===== src/rtl/serial_subtractor.sv =====
// ---------------------------------------------------------------------------
// serial_subtractor
//
// Bit-serial, LSB-first subtractor computing a - b over WIDTH clock edges.
// It uses one full-subtractor cell and a registered borrow. Operands are
// loaded on an accepted start. Each SHIFT edge then consumes one bit pair
// plus the borrow-in and shifts the difference bit into a result register
// from the MSB side. The visible diff/borrow_out outputs update only on the
// final SHIFT edge, so observers never see partial results.
//
// Parameters
//   WIDTH       operand / result width in bits (>= 1)
//
// Ports
//   clk         rising-edge clock
//   rst_n       asynchronous active-low reset
//   start       request, honoured only in IDLE or DONE
//   a, b        minuend / subtrahend, captured on the accepted start edge
//   busy        high while bits are being processed (SHIFT)
//   done        one-cycle pulse, diff/borrow_out valid
//   diff        a - b mod 2**WIDTH, held until the next completed operation
//   borrow_out  1 iff a < b (unsigned), held like diff
// ---------------------------------------------------------------------------
module serial_subtractor #(
    parameter int WIDTH = 8
) (
    input  logic             clk,
    input  logic             rst_n,
    input  logic             start,
    input  logic [WIDTH-1:0] a,
    input  logic [WIDTH-1:0] b,
    output logic             busy,
    output logic             done,
    output logic [WIDTH-1:0] diff,
    output logic             borrow_out
);

    // One extra bit so WIDTH-1 always fits without wrapping.
    localparam int CW = $clog2(WIDTH) + 1;
    localparam logic [CW-1:0] LAST_CNT = CW'(WIDTH - 1);

    localparam logic [1:0] ST_IDLE  = 2'd0;
    localparam logic [1:0] ST_SHIFT = 2'd1;
    localparam logic [1:0] ST_DONE  = 2'd2;

    logic [1:0]       state_q, state_d;
    logic [WIDTH-1:0] a_sr_q, a_sr_d;
    logic [WIDTH-1:0] b_sr_q, b_sr_d;
    logic [WIDTH-1:0] res_q, res_d;
    logic             borrow_q, borrow_d;
    logic [CW-1:0]    cnt_q, cnt_d;
    logic [WIDTH-1:0] diff_q, diff_d;
    logic             borrow_out_q, borrow_out_d;

    // Full-subtractor cell on the current LSBs and the registered borrow.
    logic             a0, b0, bin;
    logic             d_bit, bo_bit;
    logic [WIDTH-1:0] res_shift;
    logic             load;

    always_comb begin
        a0     = a_sr_q[0];
        b0     = b_sr_q[0];
        bin    = borrow_q;
        d_bit  = a0 ^ b0 ^ bin;
        bo_bit = (~a0 & (b0 ^ bin)) | (b0 & bin);

        // Result register shifts right; the new bit enters at the MSB so the
        // first (LSB) difference bit ends up at bit 0 after WIDTH shifts.
        res_shift            = res_q >> 1;
        res_shift[WIDTH-1]   = d_bit;
    end

    // A new operation can only be accepted when not in the middle of one.
    assign load = start && ((state_q == ST_IDLE) || (state_q == ST_DONE));

    always_comb begin
        state_d      = state_q;
        a_sr_d       = a_sr_q;
        b_sr_d       = b_sr_q;
        res_d        = res_q;
        borrow_d     = borrow_q;
        cnt_d        = cnt_q;
        diff_d       = diff_q;
        borrow_out_d = borrow_out_q;

        case (state_q)
            ST_IDLE, ST_DONE: begin
                if (load) begin
                    a_sr_d   = a;
                    b_sr_d   = b;
                    borrow_d = 1'b0;
                    cnt_d    = '0;
                    state_d  = ST_SHIFT;
                end else begin
                    state_d  = ST_IDLE;
                end
            end
            ST_SHIFT: begin
                a_sr_d   = a_sr_q >> 1;
                b_sr_d   = b_sr_q >> 1;
                res_d    = res_shift;
                borrow_d = bo_bit;
                cnt_d    = cnt_q + CW'(1);
                if (cnt_q == LAST_CNT) begin
                    // Publish the completed result on the same edge that
                    // processes the last bit.
                    diff_d       = res_shift;
                    borrow_out_d = bo_bit;
                    state_d      = ST_DONE;
                end
            end
            default: begin
                state_d = ST_IDLE;
            end
        endcase
    end

    always_ff @(posedge clk or negedge rst_n) begin
        if (!rst_n) begin
            state_q      <= ST_IDLE;
            a_sr_q       <= '0;
            b_sr_q       <= '0;
            res_q        <= '0;
            borrow_q     <= 1'b0;
            cnt_q        <= '0;
            diff_q       <= '0;
            borrow_out_q <= 1'b0;
        end else begin
            state_q      <= state_d;
            a_sr_q       <= a_sr_d;
            b_sr_q       <= b_sr_d;
            res_q        <= res_d;
            borrow_q     <= borrow_d;
            cnt_q        <= cnt_d;
            diff_q       <= diff_d;
            borrow_out_q <= borrow_out_d;
        end
    end

    assign busy       = (state_q == ST_SHIFT);
    assign done       = (state_q == ST_DONE);
    assign diff       = diff_q;
    assign borrow_out = borrow_out_q;

endmodule

===== config.mk =====
export PLATFORM = sky130hd
export DESIGN_NAME = serial_subtractor
export DESIGN_NICKNAME = d
export VERILOG_FILES = /design/src/rtl/serial_subtractor.sv
export SDC_FILE = /design/constraint.sdc
export NUM_CORES = 1
export LEC_CHECK = 0
export ABC_CLOCK_PERIOD_IN_PS = 3600
export BUFFER_PORTS_ARGS = -buffer_cell sky130_fd_sc_hd__buf_2
export CAP_MARGIN = 20
export CORE_UTILIZATION = 53
export CTS_BUF_LIST = sky130_fd_sc_hd__clkbuf_2 sky130_fd_sc_hd__clkbuf_4 sky130_fd_sc_hd__clkbuf_8
export DETAILED_ROUTE_END_ITERATION = 12
export GPL_ROUTABILITY_DRIVEN = 0
export PLACE_DENSITY_LB_ADDON = 0.25
export RECOVER_POWER = 100
export SYNTH_ARGS = -nofsm -noshare
export SYNTH_HDL_FRONTEND = slang
export SYNTH_SLANG_ARGS = --single-unit

===== constraint.sdc =====
create_clock -name clk -period 3.6 [get_ports clk]
set_clock_uncertainty 0.2 [all_clocks]
set_input_delay 0.36 -clock clk [delete_from_list [all_inputs] [get_ports clk]]
set_output_delay 0.36 -clock clk [all_outputs]
set_load 0.02 [all_outputs]

==> flow_summary_export.csv <==
group,metric,value,unit
power_and_ir_drop,clkPwrFrac,18.2,%
cells_and_area,final_core_util,64.8,%
cts,cts_tree,"done",
route,dr.pass1.iters,8,
power_and_ir_drop,finalPower,1.69,mW
worst_setup_path,crit_required,3.04,ns
worst_setup_path,critPathCaptureType,"output port",
route,viasPerCell,5.58,
cells_and_area,layout_commonest_cell,"dfrtp_1",
cts,clkTransAtPathRegs,0.11,ns
sta,finalWorstSetupSlack,1.05,ns
power_and_ir_drop,p_int,1.05,mW
sta,fin_tns_setup,0,ns
cts,hold_buffers,1,
cells_and_area,antenna_cells,0,
floorplanning,start_util,57.1,%
worst_setup_path,cp_max_fo,28,
logic_synthesis,syn-cell-area,1620,um^2
sta,rsz0062_at_grt,"false",
sta,tightest_slew,2.01,ns
grt,grt_usage,20.6,%
sta,setup_viol,0,
logic_synthesis,synth-seq-area-share,60.4,%
outcome,status,"finished, violations left",
sta,slew_headroom,-34.2,%
cells_and_area,drive_gt1_share,19.5,%
placed_design,dp_hpwl,1.91,mm
cells_and_area,nets,194,
logic_synthesis,yosysWarnings,0,
cts,postCtsSetupRepairBufs,0,
cts,numCtsBuffers,5,
grt,grt_pass1_vias,1182,
logic_synthesis,ys_ff_latch,39,
route,drc_errors,6,
cts,htree_num_levels,2,
power_and_ir_drop,p_leak,0.907,nW
cells_and_area,num-fill-cells,243,
grt,antenna_found_initial,0,
floorplanning,die_area,3270,um^2
cts,worstSkewPairLatency,0.35,ns
cts,cts.sinks,39,
cts,post_cts_resized,0,
logic_synthesis,syn_inst,144,
sta,fin_crit,2.55,ns
grt,grt_pass1_wl,5.08,mm
worst_setup_path,startpoint_type,"flop",
logic_synthesis,synth.avg_cell_area,11.2,um^2
floorplanning,die_h,57.2,um
floorplanning,die_w,57.2,um
worst_setup_path,arrival,1.99,ns
route,ant_nets,0,
cts,clockRootBuffer,"clkbuf_4",
sta,timing.final.crit_share,70.9,%
grt,overflow,0,
sta,slew_viol_final,40,
power_and_ir_drop,power_switching,0.643,mW
logic_synthesis,synth_fp_nets,165,
route,drt_iter0_drc,42,
cells_and_area,postLayoutCellArea,1830,um^2
worst_setup_path,critPathKind,"flop to output port",
power_and_ir_drop,p_per_area,924,nW/um^2
logic_synthesis,synth_edf_count,0,
route,vias,1143,
outcome,violations,"DRC, capacitance limit, slew limit",
placed_design,dp_worst_setup_slack,1.71,ns
power_and_ir_drop,peakVddDrop,0.440,mV
floorplanning,io_pins,30,
cells_and_area,syn_to_final_growth,13.4,%
placed_design,postPlaceCellArea,1760,um^2
route,wire_per_inst,14.0,um
logic_synthesis,synthFlopType,"dfrtp_1",
route,wl,2.86,mm
floorplanning,core,2830,um^2
floorplanning,fp-row-count,19,
sta,fmax,392,MHz
power_and_ir_drop,combPwrFrac,37.0,%
placed_design,io_buffers,29,
grt,grt_max_degree,40,
cts,clk_path_buf_depth,2,
logic_synthesis,async_reset_ff_share,100,%
logic_synthesis,synth.distinct_cells,23,
power_and_ir_drop,p_seq_share,44.8,%
min_path,worstHoldPathType,"input pin to flop",
job,maxCapViolations,1,
power_and_ir_drop,p_sw_share,38.0,%
cells_and_area,final_cell_mix,"39 x dfrtp_1, 35 x nand2_1, 17 x buf_2",
sta,finalHoldViolCount,0,
-- cells in the mapped netlist, drive strengths merged, types with 3 or more instances --
cell type | n | share of area (%)
clkbuf | 5 | 1.2
a22oi | 13 | 6.0
dfrtp | 39 | 60
buf | 4 | 1.6
mux2 | 8 | 5.6
nand3 | 14 | 4.3
o21ai | 3 | 0.93
nand2 | 35 | 8.1
a22o | 5 | 2.7
inv | 3 | 0.70
mux2i | 3 | 1.9
-- power by group through the flow --
stage	logic [mW]	clock network (mW)	registers (mW)
floorplan	0.447	0	0.805
global placement	0.629	0	0.759
detailed placement	0.654	0	0.771
CTS	0.660	0.311	0.760
global route	0.711	0.325	0.784
finish	0.627	0.308	0.759
-- cells by family (layout without fill, tap and decap cells) --
| kind of cell | count (synthesis) | count (layout) | synth area share (%) |
|---|---|---|---|
| buf+inv | 12 | 42 | 3.48 |
| flops | 39 | 39 | 60.4 |
| mux | 11 | 11 | 7.43 |
| simple gates | 58 | 58 | 16.4 |
| compound gates | 22 | 22 | 10.3 |
| fa+ha+maj | 2 | 2 | 2.01 |
-- worst paths after layout --
check,cells after the start,slack [ns],from,to
hold / removal,3,0.02,b[4],b_sr_q[4]
min in group asynchronous,2,0.91,rst_n,borrow_out
hold reg to reg,2,0.29,res_q[1],res_q[1]
max in group asynchronous,2,1.14,rst_n,b_sr_q[0]
setup / recovery,4,1.05,state_q[1],busy
setup reg to reg,4,1.13,state_q[1],diff[5]
-- layout make-up --
cell class	instances	area (um^2)	share of cell area [%]
Clock buffer	6	51.3	2.80
Clock inverter	2	35.0	1.91
Inverter	3	11.3	0.614
Multi-Input combinational cell	93	573	31.3
Sequential cell	39	976	53.2
Tap cell	31	38.8	2.12
Timing Repair Buffer	31	148	8.05
-- per-layer routing --
layer | GRT usage, % | routed length (um) | up-vias
met1 | 25.6 | 1260 | 551
li1 | - | - | 556
met5 | 0 | 0 | -
met3 | 4.76 | 119 | 7
met4 | 9.41 | 62 | 0
met2 | 34.3 | 1420 | 29
-- registers in the layout (all words and copies together) (netlist names) --
signal,count
borrow_out,1
cnt_q,4
res_q,7
b_sr_q,8
diff,8
state_q,2
a_sr_q,8
bin,1
-- per-stage QoR --
step,hold WS (ns),cells
2_1_floorplan,-0.136,144
5_1_grt,0.0212,205
6_report,0.0186,205
4_1_cts,0.0116,205
3_3_place_gp,0.260,196
3_5_place_dp,0.264,196
-- worst max-delay path: stages (launching register included) --
cell and delay, ns:
dfrtp_1 0.38, nand2b_1 0.14, buf_4 0.21, inv_1 0.62, clkbuf_1 0.30
Power figures use the tool's default switching activity.
